`config.mk`:
```
export PLATFORM = sky130hd
export DESIGN_NAME = crt_ff_rd_ctl_flat
export DESIGN_NICKNAME = d
export VERILOG_FILES = /design/src/rtl/crt_ff_rd_ctl_if.sv /design/src/rtl/crt_ff_rd_ctl.sv /design/src/flat_wrapper.sv
export SDC_FILE = /design/constraint.sdc
export NUM_CORES = 1
export LEC_CHECK = 0
export CORE_MARGIN = 2
export CORE_UTILIZATION = 42
export CTS_CLUSTER_SIZE = 20
export DETAILED_ROUTE_END_ITERATION = 10
export HOLD_SLACK_MARGIN = 0.02
export PLACE_DENSITY = 0.76
export SETUP_SLACK_MARGIN = 0.05
export SYNTH_ARGS = -nofsm -noshare
export SYNTH_HDL_FRONTEND = slang
export SYNTH_SLANG_ARGS = --single-unit
```
`constraint.sdc`:
```
create_clock -name t_crt_clk -period 1.95 [get_ports t_crt_clk]
set_input_delay 0.195 -clock t_crt_clk [delete_from_list [all_inputs] [get_ports t_crt_clk]]
set_output_delay 0.195 -clock t_crt_clk [all_outputs]
set_load 0.02 [all_outputs]
```
`src/rtl/crt_ff_rd_ctl_if.sv`:
```
// Read port of the 32-entry ping-pong CRT FIFO RAM.
// The controller drives address and strobe. The RAM returns data one cycle later.
interface crt_ff_rd_ctl_if #(parameter int DW = 32);
  logic [4:0]    ff_rd_addr;
  logic          ff_rd_en;
  logic [DW-1:0] ff_rd_data;

  modport master (output ff_rd_addr, output ff_rd_en, input ff_rd_data);
  modport slave  (input ff_rd_addr, input ff_rd_en, output ff_rd_data);
endinterface

```
`src/rtl/crt_ff_rd_ctl.sv`:
```
// CRT-side read controller for the 32-entry ping-pong FIFO.
// Half A holds entries 0-15 and half B holds entries 16-31.
// The block tracks half-full handoffs from the mem_clk side, issues RAM reads
// on qualifying dot clocks and returns registered words to the serializer.
// It also produces the position pulses that the write side consumes.
module crt_ff_rd_ctl #(
  parameter int DW          = 32,
  parameter int SYNC_STAGES = 2
) (
  input  logic                t_crt_clk,
  input  logic                hreset_n,
  input  logic                c_dclk_en,
  input  logic                c_crt_line_end,
  input  logic                c_vdisp_end,
  input  logic                c_crt_ff_read,
  input  logic                a_fill_tgl,
  input  logic                b_fill_tgl,
  crt_ff_rd_ctl_if.master     ram,
  output logic [DW-1:0]       crt_data,
  output logic                crt_data_vld,
  output logic                crt_frd1,
  output logic                crt_frd15,
  output logic                crt_frd16,
  output logic                crt_frd17,
  output logic                crt_frd31,
  output logic                a_ready,
  output logic                b_ready,
  output logic                underrun,
  output logic                fill_err
);

  typedef enum logic [1:0] {IDLE, RD_A, RD_B} state_t;

  state_t                 state, state_nxt;
  logic [4:0]             rd_addr, rd_addr_nxt;
  logic [SYNC_STAGES-1:0] a_sync, b_sync;
  logic                   a_hist, b_hist;
  logic                   fill_a, fill_b;
  logic                   take, restart, active_ready, rd_en;
  logic                   clr_a, clr_b, under_set;
  logic                   rd_pend;

  // Toggle synchronizers plus edge history. These run every clock, independent of the dot enable.
  // NOTE: sequential state uses non-blocking assignments only. All flops then sample pre-edge values.
  always_ff @(posedge t_crt_clk or negedge hreset_n) begin
    if (!hreset_n) begin
      a_sync <= '0;
      b_sync <= '0;
      a_hist <= 1'b0;
      b_hist <= 1'b0;
    end else begin
      a_sync <= {a_sync[SYNC_STAGES-2:0], a_fill_tgl};
      b_sync <= {b_sync[SYNC_STAGES-2:0], b_fill_tgl};
      a_hist <= a_sync[SYNC_STAGES-1];
      b_hist <= b_sync[SYNC_STAGES-1];
    end
  end

  assign fill_a  = a_sync[SYNC_STAGES-1] ^ a_hist;
  assign fill_b  = b_sync[SYNC_STAGES-1] ^ b_hist;
  assign take    = c_dclk_en & c_crt_ff_read;
  assign restart = c_crt_line_end | c_vdisp_end;

  // Readiness of the half that the FSM is currently draining. In IDLE, this is half A.
  assign active_ready = (state == RD_B) ? b_ready : a_ready;
  assign rd_en        = take & active_ready & ~restart & ((state != IDLE) | a_ready);

  // Next-state and address logic. Restart wins over reads, and reads win over underrun detection.
  // NOTE: every signal gets a default first. No path can then leave one unassigned and infer a latch.
  always_comb begin
    state_nxt   = state;
    rd_addr_nxt = rd_addr;
    clr_a       = 1'b0;
    clr_b       = 1'b0;
    under_set   = 1'b0;
    if (restart) begin
      state_nxt   = IDLE;
      rd_addr_nxt = 5'd0;
    end else if (rd_en) begin
      rd_addr_nxt = rd_addr + 5'd1;          // 31 wraps to 0 naturally
      if (rd_addr == 5'd15) begin
        state_nxt = RD_B;
        clr_a     = 1'b1;
      end else if (rd_addr == 5'd31) begin
        state_nxt = RD_A;
        clr_b     = 1'b1;
      end else if (state == IDLE) begin
        state_nxt = RD_A;
      end
    end else if (take) begin
      under_set = 1'b1;
    end
  end

  // FSM state register and read address register.
  always_ff @(posedge t_crt_clk or negedge hreset_n) begin
    if (!hreset_n) begin
      state   <= IDLE;
      rd_addr <= 5'd0;
    end else begin
      state   <= state_nxt;
      rd_addr <= rd_addr_nxt;
    end
  end

  // Ready flags and error flags. A clear of a half is applied before a fill of the same half.
  always_ff @(posedge t_crt_clk or negedge hreset_n) begin
    if (!hreset_n) begin
      a_ready  <= 1'b0;
      b_ready  <= 1'b0;
      underrun <= 1'b0;
      fill_err <= 1'b0;
    end else begin
      a_ready  <= ~restart & ((a_ready & ~clr_a) | fill_a);
      b_ready  <= ~restart & ((b_ready & ~clr_b) | fill_b);
      underrun <= ~restart & (underrun | under_set);
      fill_err <= fill_err | (~restart & ((fill_a & a_ready & ~clr_a) |
                                          (fill_b & b_ready & ~clr_b)));
    end
  end

  // Return path. RAM data is valid in the cycle after the strobe and is captured at the end of that cycle.
  // A restart in that cycle drops the word in flight.
  // NOTE: the data register is reset as well. The serializer must never see X after reset.
  always_ff @(posedge t_crt_clk or negedge hreset_n) begin
    if (!hreset_n) begin
      rd_pend      <= 1'b0;
      crt_data_vld <= 1'b0;
      crt_data     <= '0;
    end else begin
      rd_pend      <= rd_en;
      crt_data_vld <= rd_pend & ~restart;
      if (rd_pend && !restart) crt_data <= ram.ff_rd_data;
    end
  end

  assign ram.ff_rd_addr = rd_addr;
  assign ram.ff_rd_en   = rd_en;

  // Position pulses. The address advances after every read, so no pulse can repeat on back-to-back cycles.
  assign crt_frd1  = rd_en & (rd_addr == 5'd1);
  assign crt_frd15 = rd_en & (rd_addr == 5'd15);
  assign crt_frd16 = rd_en & (rd_addr == 5'd16);
  assign crt_frd17 = rd_en & (rd_addr == 5'd17);
  assign crt_frd31 = rd_en & (rd_addr == 5'd31);

endmodule

```
`src/flat_wrapper.sv`:
```
// flat-port wrapper written by rule: the top's interface ports become plain ports
module crt_ff_rd_ctl_flat 
#(
  parameter int DW          = 32,
  parameter int SYNC_STAGES = 2
)
  (t_crt_clk, hreset_n, c_dclk_en, c_crt_line_end, c_vdisp_end, c_crt_ff_read, a_fill_tgl, b_fill_tgl, crt_data, crt_data_vld, crt_frd1, crt_frd15, crt_frd16, crt_frd17, crt_frd31, a_ready, b_ready, underrun, fill_err, ram_ff_rd_addr, ram_ff_rd_en, ram_ff_rd_data);
  crt_ff_rd_ctl_if #(.DW(DW)) ram_i ();
  input  logic t_crt_clk;
  input  logic hreset_n;
  input  logic c_dclk_en;
  input  logic c_crt_line_end;
  input  logic c_vdisp_end;
  input  logic c_crt_ff_read;
  input  logic a_fill_tgl;
  input  logic b_fill_tgl;
  output logic [DW-1:0] crt_data;
  output logic crt_data_vld;
  output logic crt_frd1;
  output logic crt_frd15;
  output logic crt_frd16;
  output logic crt_frd17;
  output logic crt_frd31;
  output logic a_ready;
  output logic b_ready;
  output logic underrun;
  output logic fill_err;
  output wire logic [$bits(ram_i.ff_rd_addr)-1:0] ram_ff_rd_addr;
  output wire logic [$bits(ram_i.ff_rd_en)-1:0] ram_ff_rd_en;
  input wire logic [$bits(ram_i.ff_rd_data)-1:0] ram_ff_rd_data;
  assign ram_ff_rd_addr = ram_i.ff_rd_addr;
  assign ram_ff_rd_en = ram_i.ff_rd_en;
  assign ram_i.ff_rd_data = ram_ff_rd_data;
  crt_ff_rd_ctl #(.DW(DW), .SYNC_STAGES(SYNC_STAGES)) u_core (.t_crt_clk(t_crt_clk), .hreset_n(hreset_n), .c_dclk_en(c_dclk_en), .c_crt_line_end(c_crt_line_end), .c_vdisp_end(c_vdisp_end), .c_crt_ff_read(c_crt_ff_read), .a_fill_tgl(a_fill_tgl), .b_fill_tgl(b_fill_tgl), .ram(ram_i), .crt_data(crt_data), .crt_data_vld(crt_data_vld), .crt_frd1(crt_frd1), .crt_frd15(crt_frd15), .crt_frd16(crt_frd16), .crt_frd17(crt_frd17), .crt_frd31(crt_frd31), .a_ready(a_ready), .b_ready(b_ready), .underrun(underrun), .fill_err(fill_err));
endmodule
```
# --- Yosys cells after proc, flatten, opt, wreduce, memory -nomap -nowiden ---
# Index checks and enable logic that the tools add are counted.
# Widths: inputs -> output; s select.
word_totals:
  regBits: 51
  latch_bits: 0
  ram_bits: 0
  rom_bits: 0
  input_bits: 40
  output_inout_bits: 48
  word_cells: 77
  memories: 0
op_classes:
  n_addsub: 1
  mul: 0
  div_mod_pow: 0
  order_cmp: 0
  eq_ne: 6
  shifts: 0
  n_mux: 18
  n_bitwise: 32
  reduce_logical: 7
op_table:
  columns: ["operator", "count"]
  rows:
  - ["$and 1x1->1", 20]
  - ["$eq 5x5->1 const B", 3]
  - ["$mux 1", 11]
  - ["$mux 2", 5]
  - ["$mux 5", 2]
  - ["$or 1x1->1", 7]
  - ["$add 5x1->5 const B", 1]
  - ["$eq 5x1->1 const B", 1]
  - ["$eq 5x4->1 const B", 1]
  - ["$reduce_bool 2->1", 2]
  - ["$reduce_bool 4->1", 1]
  - ["$not 1->1", 3]
  - ["$eq 2x2->1 const B", 1]
  - ["$logic_not 2->1", 1]
  - ["$reduce_and 2->1", 1]
  - ["$xor 1x1->1", 2]
  - ["$logic_and 1x1->1", 1]
  - ["$logic_not 1->1", 1]

# --- Logic depth before layout (Yosys ltp) ---
# Gate-level depths: netlist of run 1.
logic_depth:
  word_depth: 12
  mapped_depth: 6
  mapped_depth_nobuf: 6

# --- Least setup slack after synthesis of run 1 ---
# No wires, ideal clock.
synth_path:
  kind: "reg-to-output"
  startpoint: "reg u_core.state[1]"
  endpoint: "out crt_frd15"
  arrival_time_ps: 1657
  required_time_ps: 1755
  setup_slack_ps: 98
  stages_incl_launch_ff: 5
  n_path_buf: 0
  cell_sequence: "dfrtp_1 -> nor2b_4 -> mux2i_2 -> nor3_1 -> and2_1"
synth_between:
  elab_chain_len: 6
  elab_cells_between_ends: 8
  classes_between: "eq/ne: 1; mux: 1; bitwise: 5; reduce/logical: 1"
synth_rtl:
  columns: ["item", "line", "source"]
  rows:
  - ["start: declaration", "crt_ff_rd_ctl.sv:34", "state_t state, state_nxt;"]
  - ["start signal: assignment", "crt_ff_rd_ctl.sv:101", "state <= state_nxt;"]
  - ["$eq 2x2->1", "crt_ff_rd_ctl.sv:65", "assign active_ready = (state == RD_B) ? b_ready : a_ready;"]
  - ["$mux 1", "crt_ff_rd_ctl.sv:65", null]
  - ["$and 1x1->1 (2 in series)", "crt_ff_rd_ctl.sv:66", "assign rd_en = take & active_ready & ~restart & ((state != IDLE) | a_ready);"]
  - ["$and 1x1->1 *", "crt_ff_rd_ctl.sv:66", null]
  - ["named net ram_ff_rd_en", "flat_wrapper.sv:29", "output wire logic [$bits(ram_i.ff_rd_en)-1:0] ram_ff_rd_en;"]
  - ["$and 1x1->1 *", "crt_ff_rd_ctl.sv:142", "assign crt_frd15 = rd_en & (rd_addr == 5'd15);"]
  - ["end: declaration", "flat_wrapper.sv:20", "output logic crt_frd15;"]
# The timed path passes the listed nets; every way through them passes the cells marked *.

# --- Worst setup path in the final report of run 1 ---
layout_path:
  startpoint: "reg u_core.rd_addr[0] (netlist: u_core.ram.ff_rd_addr[0])"
  endpoint: "out crt_frd31"
layout_between:
  elab_chain_len: 2
layout_rtl:
  columns: ["item", "line", "source"]
  rows:
  - ["start: declaration", "crt_ff_rd_ctl.sv:35", "logic [4:0] rd_addr, rd_addr_nxt;"]
  - ["start signal: assignment", "crt_ff_rd_ctl.sv:102", "rd_addr <= rd_addr_nxt;"]
  - ["$eq 5x5->1", "crt_ff_rd_ctl.sv:145", "assign crt_frd31 = rd_en & (rd_addr == 5'd31);"]
  - ["$and 1x1->1", "crt_ff_rd_ctl.sv:145", null]
  - ["end: declaration", "flat_wrapper.sv:23", "output logic crt_frd31;"]
# Every way passes these cells.

==> results of run 1 <==
==> cells in the mapped netlist (all sizes together), types with 3 or more instances <==
cell / n / area [µm²]
ha: 6 / 75.1
o31ai: 4 / 30.0
nor2: 6 / 22.5
o21ai: 4 / 20.0
nand2: 6 / 22.5
nand4: 3 / 18.8
a21oi: 6 / 30.0
dfrtp: 51 / 1280
buf: 5 / 35.0
inv: 6 / 22.5
and2: 4 / 25.0
mux2: 33 / 375
==> sequential cells by signal (all words and copies together), names as in the netlist, 2 cells and up <==
register / count
u_core.state: 2
u_core.crt_data: 32
u_core.ram.ff_rd_addr: 5
u_core.a_sync: 2
u_core.b_sync: 2
==> what timing repair did <==
action                                  CTS  global route
endpoints found under the hold margin    51             0
endpoints found under the setup margin    6             6
hold buffers                              1             0
setup buffers                             0             1
pin swaps                                 0             1
resized for setup                        17             8
==> worst max-delay path, stage by stage, from the launching register on <==
cell and delay [ns]:
dfrtp_1 0.41, ha_1 0.22, and3_4 0.19, ha_1 0.20, and2_1 0.14, buf_2 0.15
==> layout make-up <==
type | instances | share of cell area [%]
well taps | 67 | 2.61
flip-flops and latches | 51 | 39.8
multi-input cells | 91 | 24.1
clock inverters | 2 | 0.507
repair buffers | 99 | 30.0
inverters | 6 | 0.701
clock buffers | 6 | 2.26
==> final timing paths <==
check                                                          start                              to  slack (ns)  cells past startpoint
worst max-delay path            u_core.ram.ff_rd_addr[0]$_DFFE_PN0P_                       crt_frd31        0.14                      5
worst min-delay path                                      b_fill_tgl      u_core.b_sync[0]$_DFF_PN0_        0.33                      1
worst max register to register           u_core.state[0]$_DFFE_PN0P_       u_core.fill_err$_DFF_PN0_        0.35                      5
worst min register to register            u_core.a_sync[0]$_DFF_PN0_      u_core.a_sync[1]$_DFF_PN0_        0.35                      0
max in group asynchronous                                   hreset_n  u_core.crt_data[8]$_DFFE_PN0P_        1.31                      3
min in group asynchronous                                   hreset_n        u_core.rd_pend$_DFF_PN0_        0.42                      3
==> metal layers <==
| metal | part of all wire (%) | GRT usage [%] |
|---|---|---|
| met1 | 45 | 22.0 |
| met4 | 0.85 | 4.56 |
| met3 | 11 | 8.97 |
| met2 | 43 | 23.8 |
| met5 | 0 | 0 |
==> report_power, final <==
part           switching, mW  total [mW]  internal [mW]
combinational          0.154       0.364          0.210
sequential            0.0295        1.14           1.11
clock                  0.347       0.606          0.258
==> cells by family (layout without fill, tap and decap cells) <==
| kind of cell | count (synthesis) | after routing | share of synthesized area, % |
|---|---|---|---|
| DFF | 51 | 51 | 60.7 |
| AOI/OAI and AO/OA | 19 | 19 | 5.42 |
| adders and majority gates | 6 | 6 | 3.57 |
| xor gates and xnor gates | 2 | 2 | 0.833 |
| muxes | 34 | 34 | 18.5 |
| and+or+nand+nor | 30 | 30 | 8.04 |
| buffers and inverters | 12 | 113 | 2.92 |
==> per-stage QoR <==
stage,worst slack (ns),TNS (ns),area (µm²),hold slack (ns),std cells
after global placement,-0.194,-0.510,3120,0.211,313
after global routing,0.0598,0,3210,0.321,322
final,0.145,0,3210,0.332,322
after CTS,0.0552,0,3210,0.320,322
after floorplan,0.0981,0,2100,-0.101,154
after detailed placement,-0.207,-0.555,3120,0.212,313
==> qor.txt, run 1 <==
Register clock-pin slew on the reported worst setup and hold paths = 0.09 ns
X dimension of the die = 74.7 µm
Number of inserted filler cells in the final layout = 376
Total via count after detailed routing = 1538
Total design power = 2.11 mW
Fmax achieved = 554 MHz
Clock network latency to the later pin of the worst-skew pair = 0.30 ns
Clk Tree Root Cell = clkbuf_8
Share of async-settable or async-resettable flops after synthesis = 100%
Worst-case clock buffer depth = 2
Number of DRC violations after detailed routing = 0
Number of clock sinks seen by CTS = 51
Type of the setup path with the least slack = register to primary output
Post-route clock period utilization = 92.6%
Weighted congestion reported at the end of routability-driven placement = 0.814
First-pass DRT Iterations = 4
Detailed Place HPWL = 3.25 mm
Antenna diode count = 0
Critical path required time = 1.75 ns
Final hold violations = 0
TritonCTS Buffers = 5
Placeable core region = 0.00479 mm²
Hold Crit Class = input pin to register
Depth of the CTS H-tree = 2
Outcome = completed
Clock period minus final worst setup slack = 1.81 ns
Die Footprint = 0.00559 mm²
Clock tree from TritonCTS = yes
Transition time at the pin with the least slew margin = 0.265 ns
Max capacitance violation total = 0
Chip Height = 74.7 µm
Worst-path maximum fanout = 3
Leak = 1.43 nW
Post-synthesis net count = 200
Final setup vio count = 0
Overall Global Routing Usage = 16.6%
First-pass GRT wire length = 6.93 mm
Layout cells sized above 1 = 24.7%
Number of global-route vias before repair = 1472
Unique cell type count in the Yosys netlist = 30
Count of state elements after synthesis = 51
Number of flops mapped to enable cells by yosys = 0
Post-detailed-route wirelength per cell = 13.8 µm
Worst slew margin relative to its limit = 82.3%
DR vias/cell = 4.78
Synthesis-to-finish area growth = 52.7%
Most common cell after layout, fill and taps aside = clkdlybuf4s50_1
Number of instances in the synthesized netlist = 154
Count of nets left with antenna violations after detail routing = 0
Total wire length = 4.45 mm
Sequential share of the synthesized area = 60.7%
Top library cells by usage in the layout, fill and taps aside = clkdlybuf4s50_1, dfrtp_1, mux2_2
Fin nets = 300
Row cnt = 25
Reg area = 0.00128 mm²
Netlist Area Pre-Place = 0.00210 mm²
Initial detailed-routing violation count = 81
Final number of max-transition violations = 0
Initial antenna violation count = 0
Final core area utilization = 67.1%
Initial core utilization = 43.9%
Power density cells = 658 mW/mm²
Quantity of I/O buffers inserted on ports = 87
Kind of end point of the critical path = primary output
Fin Clk Skew = 0.00442 ns
Top-Level Pins = 88
Unrepaired setup endpoints after global routing = false
Peak ir drop on the vdd network = 0.723 mV
Area of the multi-input gates = 774 µm²
Dominant synthesized flop cell = dfrtp_1
Syn avg cell area = 13.6 µm²
Leftover overflow at the end of global routing = 0
Pin count of the biggest net entering global routing = 52
CP Data Arrival Time = 1.61 ns
Count of yosys warnings during synthesis = 0
Category of the worst setup path launch point = register
(Power assumes the default switching activity.)
==> run 2: changes to the inputs <==
CORE_MARGIN = 3   (was 2)
SETUP_SLACK_MARGIN = 0.4   (was 0.05)
==> qor.txt, run 2 (same netlist as run 1, synthesis figures left out) <==
Outcome = completed (unchanged)
Transition time at the pin with the least slew margin = 0.495 ns (was 0.265 ns)
DR vias/cell = 4.85 (was 4.78)
Register clock-pin slew on the reported worst setup and hold paths = 0.09 ns (about the same)
Quantity of I/O buffers inserted on ports = 87 (unchanged)
CP Data Arrival Time = 1.56 ns (was 1.61 ns)
Placeable core region = 0.00479 mm² (unchanged)
Worst hold stages = 1 (unchanged)
Number of DRC violations after detailed routing = 0 (unchanged)
Clock tree from TritonCTS = yes (unchanged)
Most common cell after layout, fill and taps aside = clkdlybuf4s50_1 (unchanged)
Post-placement cell count = 313 (unchanged)
Antenna diode count = 0 (unchanged)
Reg2reg start = u_core.ram.ff_rd_addr[1]$_DFFE_PN0P_ (was u_core.state[0]$_DFFE_PN0P_)
Detailed Place HPWL = 3.52 mm (was 3.25 mm)
Worst Reg2Reg Path Length in Cells = 6 (was 5)
Pin count of the biggest net entering global routing = 34 (was 52)
Chip Height = 76.7 µm (was 74.7 µm)
Hold Crit Class = input pin to register (unchanged)
First-pass GRT wire length = 7.90 mm (was 6.93 mm)
Clock network latency to the later pin of the worst-skew pair = 0.29 ns (was 0.30 ns)
Total via count after detailed routing = 1570 (was 1538)
Post-detailed-route wirelength per cell = 15.1 µm (was 13.8 µm)
Category of the worst setup path launch point = register (unchanged)
FF-to-FF End = u_core.state[0]$_DFFE_PN0P_ (was u_core.fill_err$_DFF_PN0_)
Peak ir drop on the vdd network = 0.571 mV (was 0.723 mV)
Top-Level Pins = 88 (unchanged)
Max capacitance violation total = 0 (unchanged)
Clk Tree Root Cell = clkbuf_8 (unchanged)
Worst Min Path Start = b_fill_tgl (unchanged)
Depth of the CTS H-tree = 2 (unchanged)
Max layer used = met4 (unchanged)
Largest register by flop count = u_core.crt_data (unchanged)
Final cell count without fillers = 324 (was 322)
Critical path required time = 1.75 ns (about the same)
Type of the setup path with the least slack = register to primary output (unchanged)
Final number of max-transition violations = 0 (unchanged)
Worst-path maximum fanout = 4 (was 3)
Worst Hold End = u_core.b_sync[0]$_DFF_PN0_ (unchanged)
Sum of met2 wire segment lengths after detailed routing = 2.12 mm (was 1.91 mm)
Initial detailed-routing violation count = 49 (was 81)
Largest register FFs = 32 (unchanged)
Fmax achieved = 571 MHz (was 554 MHz)
Initial antenna violation count = 0 (unchanged)
First-pass DRT Iterations = 4 (unchanged)
Fin Clk Skew = 0.00476 ns (was 0.00442 ns)
R2R Setup Slk = 0.41 ns (was 0.35 ns)
Final hold violations = 0 (unchanged)
Wire length on met1 = 2.11 mm (was 2.00 mm)
X dimension of the die = 76.7 µm (was 74.7 µm)
Worst-case clock buffer depth = 2 (unchanged)
Count of nets left with antenna violations after detail routing = 0 (unchanged)
Weighted congestion reported at the end of routability-driven placement = 0.758 (was 0.814)
TritonCTS Buffers = 5 (unchanged)
Initial core utilization = 43.9% (unchanged)
Final setup vio count = 0 (unchanged)
Total wire length = 4.89 mm (was 4.45 mm)
Post-route clock period utilization = 89.9% (was 92.6%)
Overall Global Routing Usage = 17.1% (was 16.6%)
Number of global-route vias before repair = 1669 (was 1472)
Final core area utilization = 69.2% (was 67.1%)
Power density cells = 651 mW/mm² (was 658 mW/mm²)
Leak = 1.51 nW (was 1.43 nW)
Top library cells by usage in the layout, fill and taps aside = clkdlybuf4s50_1, dfrtp_1, mux2_2 (unchanged)
Layout cells sized above 1 = 30.0% (was 24.7%)
Leftover overflow at the end of global routing = 0 (unchanged)
Clock period minus final worst setup slack = 1.75 ns (was 1.81 ns)
Unrepaired setup endpoints after global routing = true (was false)
Detailed route wirelength on metal3 = 605 µm (was 502 µm)
Die Footprint = 0.00589 mm² (was 0.00559 mm²)
Row cnt = 25 (unchanged)
Number of clock sinks seen by CTS = 51 (unchanged)
Final worst hold slack = 0.331 ns (was 0.332 ns)
Synthesis-to-finish area growth = 57.5% (was 52.7%)
Kind of end point of the critical path = primary output (unchanged)
Fin nets = 302 (was 300)
Worst slew margin relative to its limit = 67.0% (was 82.3%)
==> run 2: worst max-delay path, cell delays in order, from the launching register on <==
cell	delay [ns]
dfrtp_1	0.38
nor2b_4	0.19
mux2i_2	0.30
nor3_4	0.08
and2_1	0.16
buf_4	0.15
==> run 2: power by group <==
group / internal [mW] / switching [mW] / leakage [nW] / total [mW]
clock network: 0.324 / 0.321 / 0.0515 / 0.645
registers: 1.11 / 0.0308 / 0.679 / 1.14
logic: 0.207 / 0.160 / 0.779 / 0.367
total: 1.64 / 0.512 / 1.51 / 2.16
==> run 2: worst max path at each step <==
stage / from / to / slack (ns) / cells after the start
floorplan: u_core.ram.ff_rd_addr[0]$_DFFE_PN0P_ / u_core.state[0]$_DFFE_PN0P_ / 0.42 / 6
detailed placement: c_vdisp_end / crt_frd15 / -0.17 / 5
global placement: c_vdisp_end / crt_frd15 / -0.13 / 5
CTS: u_core.state[0]$_DFFE_PN0P_ / crt_frd15 / 0.18 / 5
global route: u_core.state[1]$_DFFE_PN0P_ / crt_frd15 / 0.10 / 5
finish: u_core.state[1]$_DFFE_PN0P_ / crt_frd15 / 0.20 / 5
==> run 2: area by class of cell <==
cell class                      instances  area [µm²]
Inverter                                6        22.5
Clock buffer                            8         100
Fill cell                             385        1480
Sequential cell                        51        1280
Timing Repair Buffer                  101         985
Multi-Input combinational cell         91         840
Tap cell                               67        83.8
==> run 2: what timing repair did <==
item | in CTS | in global routing
gates resized for setup | 36 | 9
setup endpoints to repair | 12 | 35
cloned | 0 | 1
endpoints found under the hold margin | 20 | 0
pin swaps | 1 | 4
buffers inserted | 1 | 0
hold buffers | 1 | 0
==> run 2: stage by stage <==
stage          worst slack, ns  cell area (µm²)  TNS [ns]  total power, mW
2_1_floorplan            0.418             2140         0             1.30
3_3_place_gp            -0.135             3150    -0.322             1.53
3_5_place_dp            -0.168             3150    -0.454             1.53
4_1_cts                  0.183             3250         0             2.18
5_1_grt                  0.101             3310         0             2.25
6_report                 0.197             3310         0             2.16
==> run 2: per-layer routing <==
| layer | vias to the layer above | track usage (%) |
|---|---|---|
| li1 | 735 | - |
| met1 | 759 | 21.0 |
| met2 | 70 | 26.0 |
| met3 | 6 | 9.62 |
| met4 | 0 | 4.89 |
| met5 | - | 0 |
